[config.mk]
export PLATFORM = sky130hd
export DESIGN_NAME = pq_rr_arb_flat
export DESIGN_NICKNAME = d
export VERILOG_FILES = /design/src/rtl/pq_rr_arb_if.sv /design/src/rtl/pq_rr_arb.sv /design/src/flat_wrapper.sv
export SDC_FILE = /design/constraint.sdc
export NUM_CORES = 1
export LEC_CHECK = 0
export BUFFER_PORTS_ARGS = -buffer_cell sky130_fd_sc_hd__buf_2
export CORE_MARGIN = 3
export CORE_UTILIZATION = 25
export CTS_CLUSTER_DIAMETER = 150
export DETAILED_ROUTE_END_ITERATION = 7
export PLACE_DENSITY_LB_ADDON = 0.12
export SLEW_MARGIN = 40
export SYNTH_ARGS = -nofsm -noshare
export SYNTH_HDL_FRONTEND = slang
export SYNTH_SLANG_ARGS = --single-unit
[constraint.sdc]
create_clock -name clk -period 2.1 [get_ports clk]
set_input_delay 0.105 -clock clk [delete_from_list [all_inputs] [get_ports clk]]
set_output_delay 0.105 -clock clk [all_outputs]
set_load 0.03 [all_outputs]
[src/rtl/pq_rr_arb_if.sv]
// Bundles the client request/ack/response signals and the priority-queue port
// of pq_rr_arb; slave is the arbiter side, master the clients + queue side.
interface pq_rr_arb_if #(
  parameter int N_CLIENTS = 4,
  parameter int KVW       = 16,
  parameter int CW        = 4
);
  logic [N_CLIENTS-1:0]     enq_req;
  logic [N_CLIENTS*KVW-1:0] enq_kv;
  logic [N_CLIENTS-1:0]     enq_ack;
  logic [N_CLIENTS-1:0]     deq_req;
  logic [N_CLIENTS-1:0]     deq_ack;
  logic [N_CLIENTS-1:0]     deq_rsp_valid;
  logic [KVW-1:0]           deq_rsp_kv;
  logic [KVW-1:0]           pq_kvi;
  logic                     pq_enq;
  logic                     pq_deq;
  logic [KVW-1:0]           pq_kvo;
  logic                     pq_empty;
  logic                     pq_full;
  logic [CW-1:0]            count;

  modport slave (
    input  enq_req, enq_kv, deq_req, pq_kvo, pq_empty, pq_full,
    output enq_ack, deq_ack, deq_rsp_valid, deq_rsp_kv, pq_kvi, pq_enq, pq_deq, count
  );

  modport master (
    output enq_req, enq_kv, deq_req, pq_kvo, pq_empty, pq_full,
    input  enq_ack, deq_ack, deq_rsp_valid, deq_rsp_kv, pq_kvi, pq_enq, pq_deq, count
  );
endinterface

[src/rtl/pq_rr_arb.sv]
// Shares one priority queue between N_CLIENTS requesters with independent
// round-robin enqueue/dequeue arbiters; dequeued words return one cycle later.
module pq_rr_arb #(
  parameter int N_CLIENTS = 4,
  parameter int DEPTH     = 8,
  parameter int KEY_WIDTH = 8,
  parameter int VAL_WIDTH = 8,
  parameter int KVW       = KEY_WIDTH + VAL_WIDTH,
  parameter int CW        = $clog2(DEPTH + 1)
) (
  input logic         clk,
  input logic         rst,
  pq_rr_arb_if.slave  bus
);
  localparam int PW = $clog2(N_CLIENTS);

  logic [PW-1:0]        enqPtr_q, enqPtr_d;
  logic [PW-1:0]        deqPtr_q, deqPtr_d;
  logic [CW-1:0]        count_q, count_d;
  logic [N_CLIENTS-1:0] rspValid_q, rspValid_d;
  logic [KVW-1:0]       rspKv_q, rspKv_d;
  logic [PW-1:0]        enqWin, deqWin;
  logic                 enqAny, deqAny, doEnq, doDeq;

  // Lowest requester overall, overridden by the lowest one at or above the pointer.
  function automatic logic [PW-1:0] pickRr(input logic [N_CLIENTS-1:0] req,
                                           input logic [PW-1:0] ptr);
    logic [PW-1:0] win;
    win = '0;
    for (int k = N_CLIENTS - 1; k >= 0; k--)
      if (req[k]) win = PW'(k);
    for (int k = N_CLIENTS - 1; k >= 0; k--)
      if (req[k] && (PW'(k) >= ptr)) win = PW'(k);
    return win;
  endfunction

  function automatic logic [PW-1:0] nextPtr(input logic [PW-1:0] g);
    return (g == PW'(N_CLIENTS - 1)) ? '0 : g + 1'b1;
  endfunction

  // Dequeue is decided first: a full queue still accepts an enqueue paired with a dequeue.
  always_comb begin
    enqWin = pickRr(bus.enq_req, enqPtr_q);
    deqWin = pickRr(bus.deq_req, deqPtr_q);
    enqAny = |bus.enq_req;
    deqAny = |bus.deq_req;
    doDeq  = deqAny && !bus.pq_empty;
    doEnq  = enqAny && (!bus.pq_full || doDeq);
  end

  always_comb begin
    bus.pq_enq  = doEnq;
    bus.pq_deq  = doDeq;
    bus.pq_kvi  = '0;
    bus.enq_ack = '0;
    bus.deq_ack = '0;
    if (doEnq) begin
      bus.pq_kvi          = bus.enq_kv[int'(enqWin)*KVW +: KVW];
      bus.enq_ack[enqWin] = 1'b1;
    end
    if (doDeq) begin
      bus.deq_ack[deqWin] = 1'b1;
    end
  end

  always_comb begin
    enqPtr_d   = doEnq ? nextPtr(enqWin) : enqPtr_q;
    deqPtr_d   = doDeq ? nextPtr(deqWin) : deqPtr_q;
    rspValid_d = '0;
    if (doDeq) rspValid_d[deqWin] = 1'b1;
    rspKv_d    = doDeq ? bus.pq_kvo : rspKv_q;
    case ({doEnq, doDeq})
      2'b10:   count_d = count_q + 1'b1;
      2'b01:   count_d = count_q - 1'b1;
      default: count_d = count_q;
    endcase
  end

  always_ff @(posedge clk or posedge rst) begin
    if (rst) begin
      enqPtr_q   <= '0;
      deqPtr_q   <= '0;
      count_q    <= '0;
      rspValid_q <= '0;
      rspKv_q    <= '0;
    end else begin
      enqPtr_q   <= enqPtr_d;
      deqPtr_q   <= deqPtr_d;
      count_q    <= count_d;
      rspValid_q <= rspValid_d;
      rspKv_q    <= rspKv_d;
    end
  end

  assign bus.count         = count_q;
  assign bus.deq_rsp_valid = rspValid_q;
  assign bus.deq_rsp_kv    = rspKv_q;
endmodule

[src/flat_wrapper.sv]
// flat-port wrapper written by rule: the top's interface ports become plain ports
module pq_rr_arb_flat 
#(
  parameter int N_CLIENTS = 4,
  parameter int DEPTH     = 8,
  parameter int KEY_WIDTH = 8,
  parameter int VAL_WIDTH = 8,
  parameter int KVW       = KEY_WIDTH + VAL_WIDTH,
  parameter int CW        = $clog2(DEPTH + 1)
)
  (clk, rst, bus_enq_req, bus_enq_kv, bus_deq_req, bus_pq_kvo, bus_pq_empty, bus_pq_full, bus_enq_ack, bus_deq_ack, bus_deq_rsp_valid, bus_deq_rsp_kv, bus_pq_kvi, bus_pq_enq, bus_pq_deq, bus_count);
  pq_rr_arb_if #(.N_CLIENTS(N_CLIENTS), .KVW(KVW), .CW(CW)) bus_i ();
  input logic clk;
  input logic rst;
  input wire logic [$bits(bus_i.enq_req)-1:0] bus_enq_req;
  input wire logic [$bits(bus_i.enq_kv)-1:0] bus_enq_kv;
  input wire logic [$bits(bus_i.deq_req)-1:0] bus_deq_req;
  input wire logic [$bits(bus_i.pq_kvo)-1:0] bus_pq_kvo;
  input wire logic [$bits(bus_i.pq_empty)-1:0] bus_pq_empty;
  input wire logic [$bits(bus_i.pq_full)-1:0] bus_pq_full;
  output wire logic [$bits(bus_i.enq_ack)-1:0] bus_enq_ack;
  output wire logic [$bits(bus_i.deq_ack)-1:0] bus_deq_ack;
  output wire logic [$bits(bus_i.deq_rsp_valid)-1:0] bus_deq_rsp_valid;
  output wire logic [$bits(bus_i.deq_rsp_kv)-1:0] bus_deq_rsp_kv;
  output wire logic [$bits(bus_i.pq_kvi)-1:0] bus_pq_kvi;
  output wire logic [$bits(bus_i.pq_enq)-1:0] bus_pq_enq;
  output wire logic [$bits(bus_i.pq_deq)-1:0] bus_pq_deq;
  output wire logic [$bits(bus_i.count)-1:0] bus_count;
  assign bus_i.enq_req = bus_enq_req;
  assign bus_i.enq_kv = bus_enq_kv;
  assign bus_i.deq_req = bus_deq_req;
  assign bus_i.pq_kvo = bus_pq_kvo;
  assign bus_i.pq_empty = bus_pq_empty;
  assign bus_i.pq_full = bus_pq_full;
  assign bus_enq_ack = bus_i.enq_ack;
  assign bus_deq_ack = bus_i.deq_ack;
  assign bus_deq_rsp_valid = bus_i.deq_rsp_valid;
  assign bus_deq_rsp_kv = bus_i.deq_rsp_kv;
  assign bus_pq_kvi = bus_i.pq_kvi;
  assign bus_pq_enq = bus_i.pq_enq;
  assign bus_pq_deq = bus_i.pq_deq;
  assign bus_count = bus_i.count;
  pq_rr_arb #(.N_CLIENTS(N_CLIENTS), .DEPTH(DEPTH), .KEY_WIDTH(KEY_WIDTH), .VAL_WIDTH(VAL_WIDTH), .KVW(KVW), .CW(CW)) u_core (.clk(clk), .rst(rst), .bus(bus_i));
endmodule
Word-level counts from Yosys, hierarchy flattened:

Cells that the tools add are included.

* flip-flop bits (word level): 28
* input bits: 92
* output and inout bits: 50

* add/subtract/negate cells: 4
* $lt $le $gt $ge: 12
* equality and inequality tests: 4
* shift-type cells: 1
* multiplexer cells: 26
* reduce and logical (&&, ||, !) cells: 18

Operators by type and width (count)
* 64-bit by 7-bit indexed part select with 16-bit output: 1
* 2-bit two-way mux: 18
* 16-bit two-way mux: 1
* 1-bit logical AND: 12
* 1-bit by 2-bit >= comparator with 1-bit output, first input constant: 4
* 2-bit >= comparator, first input constant: 4
* 4-bit two-way mux: 2
* 4-bit case mux with 2 select lines: 1
* 4-bit OR reduction: 2
* 2-bit equality test, second input constant: 3
* 2-bit by 3-bit less-than comparator with 1-bit output, second input constant: 2
* 2-bit by 1-bit adder with 2-bit output, second input constant: 2
* 4-bit by 1-bit adder with 4-bit output, second input constant: 1
* 1-bit demux with 2-bit select: 2
* 2-bit by 1-bit >= comparator with 1-bit output, second input constant: 2
* 4-bit by 1-bit subtractor with 4-bit output, second input constant: 1
* 2-bit by 1-bit equality test with 1-bit output, second input constant: 1
* 1-bit logical NOT: 2
* 1-bit two-way mux: 2
* 2-bit nonzero test: 1
* 1-bit logical OR: 1

Depth between registers and ports, before layout:

Gate-level depths: netlist of run 1.

* depth after elaboration: 13
* depth in mapped cells: 11
* gate-level depth less buffers: 11

Worst setup path before layout of run 1:

No wires, ideal clock.

* kind: input-to-reg
* from: input bus_deq_req[1]
* to: register u_core.count_q[2], in the netlist u_core.bus.count[2]
* data arrival time: 2.032 ns
* required time: 1.963 ns
* setup slack: -0.069 ns
* cell stages on the path: 11
* cell sequence: nor2_1 a31oi_4 a2bb2oi_4 inv_1 ha_1 xor2_1 ha_1 a21oi_1 xor2_1 nor2_1 xor2_1

* word-level cells in the longest chain between the ends: 6

Ends and longest elaborated chain
* start: declaration: RTL line flat_wrapper.sv:17 `input wire logic [$bits(bus_i.deq_req)-1:0] bus_deq_req;`
* 4-bit OR reduction *: RTL line pq_rr_arb.sv:46 `deqAny = |bus.deq_req;`
* 1-bit logical AND *: RTL line pq_rr_arb.sv:47 `doDeq = deqAny && !bus.pq_empty;`
* 1-bit logical OR *: RTL line pq_rr_arb.sv:48 `doEnq = enqAny && (!bus.pq_full || doDeq);`
* 1-bit logical AND *: RTL line pq_rr_arb.sv:48
* net bus_pq_enq: RTL line flat_wrapper.sv:26 `output wire logic [$bits(bus_i.pq_enq)-1:0] bus_pq_enq;`
* 2-bit by 1-bit equality test with 1-bit output / 2-bit equality test (equally long branches): RTL line pq_rr_arb.sv:72 `case ({doEnq, doDeq})`
* 4-bit case mux with 2 select lines / 2-bit nonzero test (equally long branches)
* end signal: assignment: RTL line pq_rr_arb.sv:89 `count_q <= count_d;`
* end: declaration: RTL line pq_rr_arb.sv:19 `logic [CW-1:0] count_q, count_d;`

The timed path passes the listed nets; every way through them passes the cells marked *.
A chain may end at the register's enable or synchronous reset.

Worst setup path after layout of run 1:

* from: register u_core.enqPtr_q[1]
* to: output bus_pq_kvi[10]

* word-level cells in the longest chain between the ends: 8

Ends and longest elaborated chain
* start: declaration: RTL line pq_rr_arb.sv:17 `logic [PW-1:0] enqPtr_q, enqPtr_d;`
* start signal: assignment: RTL line pq_rr_arb.sv:87 `enqPtr_q <= enqPtr_d;`
* 2-bit >= comparator: RTL line pq_rr_arb.sv:33 `if (req[k] && (PW'(k) >= ptr)) win = PW'(k);`
* 1-bit logical AND: RTL line pq_rr_arb.sv:33
* 2-bit two-way mux (3 in series): RTL line pq_rr_arb.sv:33
* 2-bit two-way mux *: RTL line pq_rr_arb.sv:33
* 64-bit by 7-bit indexed part select with 16-bit output *: RTL line pq_rr_arb.sv:58 `bus.pq_kvi = bus.enq_kv[int'(enqWin)*KVW +: KVW];`
* 16-bit two-way mux *: RTL line pq_rr_arb.sv:57 `if (doEnq) begin`
* end: declaration: RTL line flat_wrapper.sv:25 `output wire logic [$bits(bus_i.pq_kvi)-1:0] bus_pq_kvi;`

Every way passes the cells marked *; elsewhere a longest branch is shown, timed or not.

==> results of run 1 <==
area by class of cell:
class | instances | share of cell area [%]
Clock buffer | 4 | 1.66
Timing Repair Buffer | 158 | 29.7
Inverter | 13 | 1.58
Sequential cell | 28 | 21.1
Multi-Input combinational cell | 130 | 42.2
Tap cell | 102 | 3.84
state kept, by name, indices dropped and copies added, names as in the netlist:
register	cells
u_core.deqPtr_q	2
u_core.bus.deq_rsp_valid	4
u_core.bus.deq_rsp_kv	16
u_core.enqPtr_q	2
u_core.bus.count	4
per-layer routing:
layer	GRT usage (%)	vias up	part of all wire [%]
met1	13.4	915	38
met3	2.29	2	7.8
met2	20.6	85	54
met5	0	-	0
li1	-	952	-
met4	2.84	0	0.38
per-stage QoR:
stage | hold WS, ns | cell area [um^2]
after floorplan | 0.170 | 2000
after global placement | -0.0174 | 2850
after detailed placement | -0.0157 | 2850
after CTS | 0.0447 | 2950
after global routing | 0.0408 | 3320
final | 0.0560 | 3320
synth_stat cells, drive strengths merged:
master / number / area (um^2)
a21o: 1 / 7.51
buf: 8 / 70.1
a211oi: 1 / 12.5
a2bb2oi: 1 / 26.3
a21oi: 8 / 40.0
and2: 8 / 50.1
o221ai: 1 / 8.76
o21ai: 2 / 10.0
inv: 13 / 48.8
dfrtp: 28 / 701
o22a: 1 / 8.76
a211o: 1 / 8.76
a31oi: 1 / 21.3
mux2i: 32 / 320
nor2: 7 / 26.3
o22ai: 19 / 175
ha: 11 / 138
xnor2: 1 / 8.76
nand2b: 3 / 18.8
xor2: 4 / 35.0
nand3b: 3 / 22.5
nand2: 4 / 30.0
mux2: 19 / 214
worst max-delay path, delay by kind of cell, from the launching register on:
kind	cells	cell delay (ns)
AOI/OAI and AO/OA	4	0.66
buffers and inverters	2	0.34
DFF	1	0.43
muxes	1	0.25
worst paths after layout:
check	start	end	slack, ns	cells after the start
worst max-delay path	u_core.enqPtr_q[1]	bus_pq_kvi[10]	0.04	7
max in group asynchronous	rst	u_core.bus.deq_rsp_kv[0]	1.33	4
worst min register to register	u_core.bus.count[3]	u_core.bus.count[3]	0.47	1
worst max register to register	u_core.enqPtr_q[1]	u_core.enqPtr_q[1]	0.38	6
worst min-delay path	bus_pq_kvo[11]	u_core.bus.deq_rsp_kv[11]	0.06	2
min in group asynchronous	rst	u_core.bus.deq_rsp_valid[3]	0.24	3
power by group:
part / leakage (uW) / switching (uW) / total, uW / internal [uW]
clock: 0.0000288 / 166 / 333 / 168
combinational: 0.00129 / 1380 / 2590 / 1200
sequential: 0.000334 / 118 / 785 / 667
logic make-up after synthesis:
group / share of synthesized area, %
compound gates: 15.9
xor+xnor: 2.19
fa+ha+maj: 6.87
buf+inv: 5.94
flops: 35.0
mux: 26.7
simple gates: 7.38
repair_timing:
item                                   4_1_cts  5_1_grt
endpoints found under the hold margin       28        0
pin swaps                                    2       12
setup endpoints to repair                   16       22
hold buffers                                 1        0
gates cloned                                 1        3
buffers inserted                             2        5
resized for setup                            5       81
==> results_dict.tcl, run 1 <==
set metrics [dict create \
    peakVddDrop_uv 573 \
    grt_overflow_total 0 \
    dpl.cell_count 419 \
    grt_max_degree 26 \
    final_cell_mix "buf_2 (123), dfrtp_1 (28), mux2_2 (19), buf_4 (18), mux2i_1 (15)" \
    finalNonFillerCells 435 \
    skew_ns 0.00177 \
    diodes 0 \
    die_y_um 95.5 \
    cp.arrival_ns 1.96 \
    place_ws_ns 0.148 \
    crit_type "reg -> out" \
    track_usage_pct 11.3 \
    crit_fanout 8 \
    cp-end-kind "output pin" \
    coreArea_mm2 0.00777 \
    clock_sinks 28 \
    hold_viol_final 0 \
    wire_per_inst_um 14.1 \
    yosys_warnings 0 \
    period_minus_slack_ns 2.06 \
    drive_gt1_share_pct 67.9 \
    path_clk_slew_ns 0.10 \
    crit_slowest_cell "dfrtp_1" \
    drt_wl_total_um 6120 \
    fillers 779 \
    power_uw 3710 \
    fin_util_pct 42.8 \
    synthCells 177 \
    remaining_drc_errors 0 \
    ios 142 \
    max-clock-path-buffers 2 \
    syn_area_mm2 0.00200 \
    dp_hpwl_um 4520 \
    drt_iter0_markers 45 \
    io_buffer_count 141 \
    slew_headroom_pct 74.7 \
    setup_violations 0 \
    cp_cell_sequence "a21o_1, a21oi_2, o22a_4, buf_12, mux2i_4, o22ai_2, buf_6" \
    die_w_um 95.5 \
    worst_pin_slew_ns 0.378 \
    worstHoldPathType "in -> reg" \
    htree_levels 1 \
    layout_commonest_cell "buf_2" \
    fmax_ghz 0.484 \
    area_growth_pct 66.1 \
    p_leak_uw 0.00165 \
    cts-buffers-inserted 3 \
    rsz0062_at_grt "true" \
    fin_tns_setup_ns 0 \
    drt_first_pass_iters 4 \
    clockRootBuffer "clkbuf_8" \
    dieArea_mm2 0.00912 \
    cts_tree "yes" \
    seq_area_um2 701 \
    period_share_pct 98.3 \
    grt_pass1_vias 1812 \
    synth_nets 280 \
    layout.nets 437 \
    slowest_delay_ns 0.43 \
    cp.required_ns 2.00 \
    outcome "finished clean" \
    cap_violations 0 \
    final_antenna_net_count 0 \
    synth.yosys.seq_area_share_pct 35.0 \
    grt_pass1_wl_um 8290 \
    vias 1954 \
    insertion_delay_ns 0.27 \
    multi_input_area_mm2 0.00140 \
    place_congestion 0.761 \
    rows 32 \
    yosys_register_bits 28 \
    maxSlewViolCount 0 \
    synth_area_per_cell_um2 11.3 \
    start_kind "flop" \
    antenna_found_initial 0 \
    synth_cell_types 27 \
    start_util_pct 25.8 \
    worst_slack_ns 0.0360 \
    p_per_area_mw_per_mm2 1120 \
    vias_per_cell 4.49 \
]
(Power assumes the default switching activity.)
==> run 2: changes to the inputs <==
Settings changed: RECOVER_POWER from default to 100, SLEW_MARGIN 40 to default.
==> run 2 against run 1 <==
Effect of this change: largest power group unchanged; largest cell class unchanged; worst setup slack about the same; non-clock buffer count did not move; wire length rose by 0.83%; flip-flop and latch count unchanged.
==> results_dict.tcl, run 2 (synthesized netlist as in run 1, its figures left out) <==
set metrics [dict create \
    min_from "bus_pq_kvo[11]" \
    fin_tns_setup_ns 0 \
    cp-end-kind "output pin" \
    area_growth_pct 63.0 \
    cp_cell_sequence "a21o_1, a21oi_2, o22a_4, buf_12, mux2i_4, o22ai_2, buf_6" \
    peakVddDrop_uv 573 \
    period_minus_slack_ns 2.06 \
    vias 1953 \
    worst_pin_slew_ns 0.637 \
    hold_ws_ns 0.0559 \
    dp_hpwl_um 4520 \
    path_clk_slew_ns 0.10 \
    outcome "finished clean" \
    maxSlewViolCount 0 \
    pwr-share-clk_pct 9.1 \
    wire_per_inst_um 14.2 \
    internal_power_uw 2000 \
    crit_fanout 8 \
    skew_ns 0.00166 \
    period_share_pct 98.3 \
    pwr-share-comb_pct 69.5 \
    dieArea_mm2 0.00912 \
    cp.depth 7 \
    worstHoldPathType "in -> reg" \
    pwr-share-seq_pct 21.4 \
    slew_headroom_pct 57.5 \
    grt_pass1_wl_um 8290 \
    fmax_ghz 0.485 \
    max-clock-path-buffers 2 \
    track_usage_pct 11.3 \
    rr_startpoint "u_core.enqPtr_q[1]" \
    ios 142 \
    die_y_um 95.5 \
    rr_worst_depth 6 \
    drive_gt1_share_pct 59.2 \
    grt_overflow_total 0 \
    start_kind "flop" \
    whs_path_depth 2 \
    drt_wl_total_um 6170 \
    htree_levels 1 \
    antenna_found_initial 0 \
    cp-startpoint "u_core.enqPtr_q[1]" \
    rrSetupSlack_ns 0.38 \
    cap_violations 0 \
    die_w_um 95.5 \
    insertion_delay_ns 0.27 \
    setup_violations 0 \
    drt_first_pass_iters 4 \
    start_util_pct 25.8 \
    p_per_area_mw_per_mm2 1130 \
    rows 32 \
    largest_register_ffs 16 \
    drt_iter0_markers 43 \
    cp.arrival_ns 1.96 \
    remaining_drc_errors 0 \
    slowest_delay_ns 0.43 \
    layout.nets 437 \
    crit_type "reg -> out" \
    p_leak_uw 0.00156 \
    io_buffer_count 141 \
    hold_viol_final 0 \
    vias_per_cell 4.49 \
    rsz0062_at_grt "true" \
    clockRootBuffer "clkbuf_8" \
    grt_max_degree 26 \
    crit_slowest_cell "dfrtp_1" \
    cts_tree "yes" \
    sw_frac_of_total_pct 45.4 \
    clock_sinks 28 \
    final_cell_mix "buf_2 (97), dfrtp_1 (28), clkbuf_1 (26), mux2_2 (19), buf_4 (16)" \
    cts-buffers-inserted 3 \
    layout_commonest_cell "buf_2" \
    final_antenna_net_count 0 \
    coreArea_mm2 0.00777 \
    cp.required_ns 2.00 \
    place_congestion 0.761 \
    diodes 0 \
    grt_pass1_vias 1812 \
    crit_family "compound AO/OA/AOI/OAI gates" \
    p_switching_uw 1670 \
    cp_num_buf_inv 2 \
]
run 2: cell count changes in the layout (fill, tap and decap cells not counted):
cell / delta
buf_2: -26
clkbuf_1: +26
buf_4: -2
clkbuf_2: +2
a2bb2oi_1: +1
a2bb2oi_4: -1
and2_0: +1
and2_1: -1
clkinv_1: +1
inv_2: -1
o22ai_1: +1
o22ai_2: -1
run 2: worst paths after layout:
check                                         endpoint
min reg2reg                        u_core.bus.count[3]
min                          u_core.bus.deq_rsp_kv[11]
max                                     bus_pq_kvi[10]
max in group asynchronous     u_core.bus.deq_rsp_kv[0]
max reg2reg                         u_core.enqPtr_q[1]
min in group asynchronous  u_core.bus.deq_rsp_valid[3]
run 2: worst reg2reg max path, cell delays in order, from the launching register on:
cell and delay, ns:
dfrtp_1 0.43, a21o_1 0.19, a21oi_2 0.14, o22a_4 0.24
buf_6 0.13, ha_1 0.21, mux2_2 0.27
run 2: power by group through the flow:
stage	clock network, uW	registers, uW	logic (uW)
6_report	333	788	2550
5_1_grt	382	810	2730
4_1_cts	357	784	2070
3_5_place_dp	0	796	1990
3_3_place_gp	0	794	2000
2_1_floorplan	0	958	1310
run 2: cell type report:
| cell class | instances | area [um^2] |
|---|---|---|
| Multi-Input combinational cell | 130 | 1380 |
| Fill cell | 798 | 4500 |
| Clock buffer | 4 | 55.1 |
| Tap cell | 102 | 128 |
| Inverter | 13 | 52.6 |
| Timing Repair Buffer | 158 | 948 |
| Sequential cell | 28 | 701 |
run 2: layer usage:
| layer | global-route usage [%] | vias up | part of all wire (%) | wire length [um] |
|---|---|---|---|---|
| li1 | - | 951 | - | - |
| met1 | 13.4 | 910 | 38 | 2360 |
| met2 | 20.6 | 90 | 53 | 3300 |
| met3 | 2.29 | 2 | 8.0 | 491 |
| met4 | 2.84 | 0 | 0.37 | 23 |
| met5 | 0 | - | 0 | 0 |
run 2: through the flow:
step | setup WS [ns] | utilization (%) | cells | power [uW] | area [um^2]
final | 0.0362 | 42.0 | 435 | 3670 | 3260
after global placement | 0.186 | 36.6 | 419 | 2790 | 2850
after detailed placement | 0.148 | 36.6 | 419 | 2790 | 2850
after floorplan | 0.000169 | - | 177 | 2260 | 2000
after CTS | 0.00540 | 38.0 | 427 | 3220 | 2950
after global routing | -0.0585 | 42.0 | 435 | 3920 | 3260
run 2: repair_timing:
action                                 in CTS  in global routing
endpoints found under the hold margin      28                  0
setup endpoints to repair                  16                 22
pin swaps                                   2                 12
resized for setup                           5                 81
hold buffers                                1                  0
buffers inserted                            2                  5
gates cloned                                1                  3
==> run 3: changes to the inputs <==
Settings changed: CELL_PAD_IN_SITES_DETAIL_PLACEMENT from default to 1, CELL_PAD_IN_SITES_GLOBAL_PLACEMENT from default to 1.
==> run 3 against run 2 <==
Effect of this change: via count rose by 0.61%; wire length is 4.8% higher; sequential share of layout area up 0.95 points; die area unchanged; core utilization down 1.8 points; highest routed layer unchanged.
==> results_dict.tcl, run 3 (synthesized netlist as in run 1, its figures left out) <==
set metrics [dict create \
    outcome "finished clean" \
    drt_first_pass_iters 3 \
    rsz0062_at_grt "true" \
    dp_hpwl_um 4960 \
    rows 32 \
    p_per_area_mw_per_mm2 1120 \
    sw_frac_of_total_pct 46.3 \
    skew_ns 0.000615 \
    fmax_ghz 0.486 \
    crit_type "reg -> out" \
    place_ws_ns 0.126 \
    worst_pin_slew_ns 0.519 \
    crit_fanout 6 \
    peakVddDrop_uv 535 \
    maxSlewViolCount 0 \
    area_growth_pct 56.1 \
    dpl.cell_count 418 \
    wire_per_inst_um 14.9 \
    track_usage_pct 12.4 \
    cap_violations 0 \
    grt.met2_usage_pct 23.1 \
    dieArea_mm2 0.00912 \
    pwr-share-comb_pct 68.3 \
    grt_pass1_wl_um 9110 \
    internal_power_uw 1880 \
    die_w_um 95.5 \
    p_leak_uw 0.00155 \
    rr_startpoint "u_core.enqPtr_q[0]" \
    vias 1965 \
    cp.required_ns 2.00 \
    fin_tns_setup_ns 0 \
    htree_levels 1 \
    worst_slack_ns 0.0444 \
    worstHoldPathType "in -> reg" \
    grt_busiest_layer "met2" \
    grt_max_degree 23 \
    cp.arrival_ns 1.95 \
    grt_util_met3_pct 2.05 \
    die_y_um 95.5 \
    coreArea_mm2 0.00777 \
    whs_path_depth 2 \
    clock_sinks 28 \
    fin_util_pct 40.2 \
    finalNonFillerCells 433 \
    grt_use_met1_pct 14.7 \
    place_congestion 0.740 \
    io_buffer_count 141 \
    rrSetupSlack_ns 0.36 \
    drt_wl_total_um 6470 \
    final_antenna_net_count 0 \
    pwr-share-seq_pct 22.3 \
    power_uw 3510 \
    path_clk_slew_ns 0.09 \
    vias_per_cell 4.54 \
    remaining_drc_errors 0 \
    fillers 936 \
    start_util_pct 25.8 \
    grt_pass1_vias 1993 \
    min_from "bus_pq_kvo[6]" \
    antenna_found_initial 0 \
    slew_headroom_pct 65.4 \
    period_share_pct 97.9 \
    final_cell_mix "buf_2 (104), dfrtp_1 (28), clkbuf_1 (27), mux2i_1 (20), mux2_2 (19)" \
    ios 142 \
    drive_gt1_share_pct 54.7 \
    p_switching_uw 1620 \
    start_kind "flop" \
    cts-buffers-inserted 3 \
    hold_viol_final 0 \
    r2r-end "u_core.enqPtr_q[1]" \
    min_to "u_core.bus.deq_rsp_kv[6]" \
    pwr-share-clk_pct 9.5 \
    layout.nets 435 \
    cts_tree "yes" \
    largest_register_ffs 16 \
    layout_commonest_cell "buf_2" \
    cp-end-kind "output pin" \
    clockRootBuffer "clkbuf_8" \
    drt_iter0_markers 35 \
    rr_worst_depth 7 \
    max-clock-path-buffers 2 \
    period_minus_slack_ns 2.06 \
    diodes 0 \
    insertion_delay_ns 0.27 \
    grt_overflow_total 0 \
    setup_violations 0 \
]
## run 3: cell types whose count changed in the layout (fill, tap and decap cells not counted), moves of 3 or more
cell,previous run,this run
and2_4,3,0
buf_4,16,11
buf_6,12,5
buf_2,97,104
ha_1,8,11
and2_0,1,5
mux2i_4,6,3
mux2i_1,15,20
## run 3: what timing repair did
action                                 4_1_cts  5_1_grt
hold buffers                                 1        0
buffers inserted                             3        2
pin swaps                                    1        1
gates cloned                                 1        4
setup endpoints to repair                   20       22
gates resized for setup                      1       37
endpoints found under the hold margin        7        0
## run 3: per-stage QoR
| step | hold WS (ns) | area, um^2 |
|---|---|---|
| floorplan | 0.170 | 2000 |
| global placement | 0.0747 | 2830 |
| detailed placement | 0.0740 | 2830 |
| CTS | 0.0551 | 2940 |
| global route | 0.0531 | 3120 |
| finish | 0.0619 | 3120 |
## run 3: worst max path at each step
stage | slack, ns | end | cells past startpoint | from
floorplan | 0.0002 | u_core.bus.count[2] | 11 | bus_deq_req[0]
detailed placement | 0.13 | u_core.bus.count[2] | 12 | bus_deq_req[1]
global route | -0.07 | bus_pq_kvi[8] | 8 | u_core.enqPtr_q[1]
global placement | 0.18 | u_core.bus.count[2] | 12 | bus_deq_req[1]
CTS | 0.005 | bus_pq_kvi[14] | 8 | u_core.enqPtr_q[0]
finish | 0.04 | bus_pq_kvi[8] | 8 | u_core.enqPtr_q[1]
## run 3: layout make-up
type,count,area [um^2],share of cell area [%]
clock buffers,4,55.1,1.76
repair buffers,158,936,30.0
multi-input cells,128,1250,40.1
inverters,13,52.6,1.68
flip-flops and latches,28,701,22.4
well taps,102,128,4.08
## run 3: critical path, stage by stage (launching register included)
cell,delay [ns]
dfrtp_1,0.39
a21o_1,0.17
a21oi_2,0.13
o22a_2,0.16
buf_12,0.14
clkbuf_16,0.16
mux2i_1,0.23
o22ai_2,0.09
buf_2,0.19
## run 3: power groups by stage
| stage | combinational [uW] | clock, uW | sequential, uW |
|---|---|---|---|
| 6_report | 2400 | 332 | 781 |
| 5_1_grt | 2580 | 376 | 803 |
| 4_1_cts | 2100 | 347 | 783 |
| 3_5_place_dp | 1990 | 0 | 802 |
| 3_3_place_gp | 1970 | 0 | 797 |
| 2_1_floorplan | 1310 | 0 | 958 |
## run 3: layer usage
| metal | part of all wire (%) | routed length (um) |
|---|---|---|
| met5 | 0 | 0 |
| met4 | 0.63 | 41 |
| met3 | 7.6 | 491 |
| met2 | 52 | 3370 |
| met1 | 40 | 2570 |
